[src/rtl/fetch_seq.sv]
// Fetch sequencer: drives next_pc, issues imem req/ack fetches and hands
// words to decode over valid/ready, with redirect, halt and timeout handling.
module fetch_seq #(
   parameter logic [15:0] RESET_PC   = 16'h0000,
   parameter logic [15:0] PC_STEP    = 16'd1,
   parameter int          WAIT_LIMIT = 16
) (
   input  logic        clk,
   input  logic        rst_n,
   input  logic [15:0] current_pc,
   output logic [15:0] next_pc,
   output logic        imem_req,
   output logic [15:0] imem_addr,
   input  logic        imem_ack,
   input  logic [15:0] imem_rdata,
   input  logic        br_valid,
   input  logic [15:0] br_target,
   input  logic        halt,
   output logic        inst_valid,
   output logic [15:0] inst,
   output logic [15:0] inst_pc,
   input  logic        inst_ready,
   output logic        fetch_err
);

   localparam int CW = $clog2(WAIT_LIMIT + 1);
   localparam logic [CW-1:0] CNT_LAST = CW'(WAIT_LIMIT - 1);

   typedef enum logic [2:0] {
      IDLE,
      FETCH,
      DRAIN,
      HOLD,
      HALTED,
      ERROR
   } state_t;

   state_t        state;
   logic [CW-1:0] wait_cnt;
   logic [15:0]   redir;

   assign imem_req  = (state == FETCH) || (state == DRAIN);
   assign imem_addr = current_pc;

   // PC register reloads every cycle, so holding means echoing current_pc
   always_comb begin
      next_pc = current_pc;
      unique case (state)
         IDLE: next_pc = RESET_PC;
         FETCH: begin
            if (imem_ack)
               next_pc = br_valid ? br_target : current_pc + PC_STEP;
         end
         DRAIN: begin
            if (imem_ack)
               next_pc = br_valid ? br_target : redir;
         end
         HOLD: begin
            if (br_valid)
               next_pc = br_target;
         end
         HALTED: begin
            if (br_valid)
               next_pc = br_target;
         end
         ERROR: next_pc = current_pc;
         default: next_pc = current_pc;
      endcase
   end

   always_ff @(posedge clk or negedge rst_n) begin
      if (!rst_n) begin
         state      <= IDLE;
         inst_valid <= 1'b0;
         inst       <= 16'h0000;
         inst_pc    <= 16'h0000;
         fetch_err  <= 1'b0;
         wait_cnt   <= '0;
         redir      <= 16'h0000;
      end else begin
         unique case (state)
            IDLE: state <= halt ? HALTED : FETCH;
            FETCH: begin
               if (imem_ack) begin
                  wait_cnt <= '0;
                  if (!br_valid) begin
                     inst       <= imem_rdata;
                     inst_pc    <= current_pc;
                     inst_valid <= 1'b1;
                     state      <= HOLD;
                  end
               end else if (wait_cnt == CNT_LAST) begin
                  fetch_err <= 1'b1;
                  state     <= ERROR;
               end else begin
                  wait_cnt <= wait_cnt + 1'b1;
                  if (br_valid) begin
                     redir <= br_target;
                     state <= DRAIN;
                  end
               end
            end
            DRAIN: begin
               if (imem_ack) begin
                  wait_cnt <= '0;
                  state    <= FETCH;
               end else if (wait_cnt == CNT_LAST) begin
                  fetch_err <= 1'b1;
                  state     <= ERROR;
               end else begin
                  wait_cnt <= wait_cnt + 1'b1;
                  if (br_valid)
                     redir <= br_target;
               end
            end
            HOLD: begin
               if (br_valid) begin
                  inst_valid <= 1'b0;
                  state      <= FETCH;
               end else if (inst_ready) begin
                  inst_valid <= 1'b0;
                  state      <= halt ? HALTED : FETCH;
               end
            end
            HALTED: begin
               if (!halt)
                  state <= FETCH;
            end
            ERROR: state <= ERROR;
            default: state <= ERROR;
         endcase
      end
   end

endmodule

[config.mk]
export PLATFORM = sky130hd
export DESIGN_NAME = fetch_seq
export DESIGN_NICKNAME = d
export VERILOG_FILES = /design/src/rtl/fetch_seq.sv
export SDC_FILE = /design/constraint.sdc
export NUM_CORES = 1
export LEC_CHECK = 0
export CORE_ASPECT_RATIO = 1.4
export CORE_MARGIN = 8
export CORE_UTILIZATION = 49
export DETAILED_ROUTE_END_ITERATION = 16
export PLACE_DENSITY_LB_ADDON = 0.08
export SYNTH_ARGS = -nofsm -noshare
export SYNTH_HDL_FRONTEND = slang
export SYNTH_SLANG_ARGS = --single-unit
[constraint.sdc]
create_clock -name clk -period 3.1 [get_ports clk]
set_input_delay 0.62 -clock clk [delete_from_list [all_inputs] [get_ports clk]]
set_output_delay 0.62 -clock clk [all_outputs]
set_load 0.1 [all_outputs]
Yosys cells after proc, flatten, opt, wreduce, memory -nomap -nowiden
Index checks and enable logic that the tools add are counted.
{"block": "op_classes", "add_sub_neg": 2, "mul": 0, "div_mod_pow": 0, "n_lt_le_gt_ge": 0, "n_eq_ne": 13, "shift": 0, "n_mux": 24, "n_bitwise": 3, "n_reduce_logical": 11}
{"operator": "two-way mux 16 bit", "count": 5}
{"operator": "case mux 16 bit (4 select lines)", "count": 1}
{"operator": "two-way mux 3 bit", "count": 10}
{"operator": "adder 16 x 1 -> 16 bit (second input constant)", "count": 1}
{"operator": "case mux 3 bit (5 select lines)", "count": 1}
{"operator": "two-way mux 5 bit", "count": 2}
{"operator": "AND reduction 3 bit", "count": 3}
{"operator": "inequality test 2 bit (second input constant)", "count": 4}
{"operator": "equality test 3 x 2 -> 1 bit (second input constant)", "count": 2}
{"operator": "inequality test 3 bit (second input constant)", "count": 2}
{"operator": "adder 5 x 1 -> 5 bit (second input constant)", "count": 1}
{"operator": "equality test 5 x 4 -> 1 bit (second input constant)", "count": 1}
{"operator": "AND reduction 5 bit", "count": 1}
{"operator": "two-way mux 1 bit", "count": 4}
{"operator": "inequality test 4 x 3 -> 1 bit (second input constant)", "count": 1}
{"operator": "AND reduction 4 bit", "count": 1}
{"operator": "OR reduction 2 bit", "count": 2}
{"operator": "equality test 3 x 1 -> 1 bit (second input constant)", "count": 1}
{"operator": "equality test 3 bit (second input constant)", "count": 1}
{"operator": "zero test 3 bit", "count": 1}
{"operator": "inequality test 3 x 2 -> 1 bit (second input constant)", "count": 1}
{"operator": "inverter 1 bit", "count": 3}
{"operator": "case mux 1 bit (2 select lines)", "count": 1}
{"operator": "AND reduction 2 bit", "count": 1}
{"operator": "2 further kinds", "count": 2}
{"block": "word_totals", "reg_bits": 58, "latchBits": 0, "ram_bits": 0, "mem_bits_ro": 0, "in_bits": 54, "out_inout_bits": 67, "word_cells": 60, "memories": 0}

Logic depth before layout (Yosys ltp)
{"block": "depth", "depth_word": 4, "mapped_depth": 8, "mapped_depth_nobuf": 7}

Worst setup path after synthesis
OpenSTA, ideal clock, no wires.
{"block": "synth_path", "kind": "in2out", "from": "input br_valid", "to": "output next_pc[7]", "arrival_ns": 3.959, "required_ns": 2.480, "path_slack_ns": -1.479, "stages": 7, "n_path_buf": 3, "path_cell_list": "buf_2 buf_2 buf_1 nand3_1 and3b_1 o221a_2 a211oi_1"}
{"block": "synth_between", "elab_chain_cells": 3, "word_cells_on_any_way": 6, "cone_classes": "6 x mux"}
{"item": "start, declared", "line": "16", "source": "input logic br_valid,"}
{"item": "two-way mux 16 bit, on equally long branches"}
{"item": "two-way mux 16 bit, on equally long branches", "line": "55, 51"}
{"item": "case mux 16 bit (4 select lines) (*)", "line": "48", "source": "unique case (state)"}
{"item": "end, declared", "line": "11", "source": "output logic [15:0] next_pc,"}
Every way passes the cells marked *; elsewhere a longest branch is shown, timed or not.

Worst setup path in the final report
{"block": "layout_path", "from": "input imem_ack", "to": "output next_pc[15]"}
{"block": "layout_between", "elab_chain_cells": 2, "word_cells_on_any_way": 3, "cone_classes": "3 x mux"}
{"item": "start, declared", "line": "14", "source": "input logic imem_ack,"}
{"item": "two-way mux 16 bit, on equally long branches", "line": "55, 51"}
{"item": "case mux 16 bit (4 select lines) (*)", "line": "48"}
Marked as above.

==> results.cfg <==
[yosys]
yosysWarnings = 0
synth.avg_cell_area_sq_um = 9.21
yosysTopAreaCellShare_pct = 33.6
syn-num-nets = 527
syn-cell-area_sq_um = 4320
synthFlopType = dfrtp_1
syn_inst = 469
ys_seq_area_share_pct = 33.6
synth_edf_count = 0
ys_top_cells_by_count = 58 x dfrtp_1, 44 x mux2_2, 26 x nand2_1, 26 x o21ai_0, 24 x nor2_1
async_reset_ff_share_pct = 100
synth_cell_type_count = 75
synth_top_area_cell = dfrtp_1
synth_most_common_cell = dfrtp_1
ys_seq_elements = 58
synth.area.top_cells = dfrtp_1 34%, mux2_2 11%, o21ai_0 3.0%

[floorplan]
die-area_sq_um = 12100
ios = 121
die_w_um = 95.3
coreArea_sq_um = 8560
die_y_um = 127
initial_core_util_pct = 50.5
core.rowCount = 40

[critical_path]
critPathLaunchType = primary input
endpoint_kind = output port
worstPathMaxFanout = 11
arrival_ps = 2480
required_ps = 2480
crit_end = next_pc[15]
timing.rr.start = state[0]$_DFFE_PN0P_
critical_path_class = in -> out
rrSetupSlack_ps = 730
cp-startpoint = imem_ack
r2r-end = redir[10]$_DFFE_PN0P_
reg2reg_depth = 7

[cts]
cts_root_buffer = clkbuf_16
cts_buffer_depth = 2
postCtsSetupRepairBufs = 0
holdBufCountCts = 0
htree_levels = 3
cts_tree = done
numCtsBuffers = 9
clkSinkCount = 58
cts.clk_slew.worst_paths_ps = 60
clk_latency_ps = 330

[place]
gp_congestion = 0.913
dp_hpwl_mm = 11.5
io_buffers = 120
place_area_sq_um = 6120

[sta]
hold_viol = 0
rsz0062_at_grt = yes
skew_ps = 6.96
min_period_over_period_pct = 99.8
finalSetupViolCount = 0
worstMarginPinSlew_ps = 503
max_freq_ghz = 0.323
maxSlewViolCount = 0
maxSlewHeadroom_pct = 66.0
min_period_ps = 3100

[detailed_routing]
drc = 0
vias = 4558
dr.pass1.iters = 7
avgRoutedWirePerCell_um = 21.5
drtAntennaViolNets = 0
drtIter0Drc = 335
via_per_inst = 6.36
routed_wl_mm = 15.4

[run]
drv_cap = 0

[status]
status = complete, no violations

[cells_and_area]
drive_gt1_share_pct = 35.8
final_net_count = 665
area_delta_synth_final_pct = 51.8
num_antenna_cells = 0
finish.instance_area_sq_um = 6550

[grt]
grt_pass1_vias = 4696
grt_usage_pct = 25.5
antenna_found_initial = 0
grt_pass1_wl_mm = 24.5
gr-total-overflow = 0
grt_start_max_net_pins = 41

[min_path]
hold_path_class = in -> async
[routing by layer]
layer	vias up	global-route usage [%]	wire, um
li1	2061	-	-
met1	2230	27.8	5680
met2	234	44.8	7940
met3	33	6.33	1280
met4	0	11.3	488
met5	-	0	0
[registers in the layout, indices dropped and copies added, names as in the netlist]
| register | flops |
|---|---|
| wait_cnt | 5 |
| state | 3 |
| inst_valid | 1 |
| inst_pc | 16 |
| fetch_err | 1 |
| redir | 16 |
| inst | 16 |
[per-stage QoR]
| stage | std cells | setup TNS [ps] | util (%) | worst slack (ps) | hold slack [ps] |
|---|---|---|---|---|---|
| 2_1_floorplan | 469 | -1050 | - | -443 | 324 |
| 3_3_place_gp | 701 | -460 | 71.5 | -205 | 458 |
| 3_5_place_dp | 701 | -558 | 71.5 | -200 | 471 |
| 4_1_cts | 717 | 0 | 75.8 | 0.0495 | 303 |
| 5_1_grt | 717 | -68.8 | 76.6 | -25.6 | 326 |
| 6_report | 717 | 0 | 76.6 | 4.75 | 286 |
[kinds of logic after synthesis]
kind of cell             Yosys count  synth area share [%]
AO/OA/AOI/OAI                    143                  24.3
AND/OR/NAND/NOR                  136                  17.6
buffers and inverters             67                  7.65
multiplexers                      59                  15.2
flip-flops                        58                  33.6
adder cells (fa/ha/maj)            6                  1.62
[how the worst min path moves through the flow]
stage | slack, ps | startpoint | end
3_3_place_gp | 460 | fetch_err$_DFFE_PN0P_ | fetch_err$_DFFE_PN0P_
5_1_grt | 330 | rst_n | redir[7]$_DFFE_PN0P_
6_report | 290 | rst_n | redir[7]$_DFFE_PN0P_
2_1_floorplan | 320 | rst_n | fetch_err$_DFFE_PN0P_
3_5_place_dp | 470 | fetch_err$_DFFE_PN0P_ | fetch_err$_DFFE_PN0P_
4_1_cts | 300 | rst_n | redir[7]$_DFFE_PN0P_
[timing repair]
item / in CTS / in global routing
pin swaps: 7 / 6
setup endpoints to repair: 5 / 7
resized for setup: 22 / 14
[critical path, cell delays in order]
cell and delay [ps]:
clkdlybuf4s50_1 430, buf_6 160, nor4bb_1 150, a211o_1 290, mux2_2 250, a221o_1 370
buf_12 180
[cell type report]
class | count | area [sq um]
multi-input combinational | 344 | 2670
fill | 602 | 2000
timing repair buffer | 184 | 1910
sequential | 58 | 1450
clock buffer | 9 | 225
tap | 105 | 131
clock inverter | 7 | 125
inverter | 10 | 37.5
[cells in the final DEF, fill, tap and decap left out, types with 7 or more instances in the layout]
| cell | n |
|---|---|
| a211o_1 | 7 |
| a21oi_1 | 16 |
| buf_12 | 31 |
| buf_4 | 95 |
| clkbuf_16 | 10 |
| clkdlybuf4s50_1 | 36 |
| dfrtp_1 | 58 |
| dlygate4sd2_1 | 14 |
| inv_1 | 8 |
| mux2_1 | 10 |
| mux2_2 | 43 |
| nand2_1 | 25 |
| nand2b_1 | 16 |
| nand3_1 | 7 |
| nor2_1 | 23 |
| nor2b_1 | 8 |
| o211ai_1 | 8 |
| o21ai_0 | 26 |
| o22ai_1 | 9 |
Power is left out: the tool's default activity adds up to more than one toggle a clock period on the data nets, which glitch-free logic cannot reach.
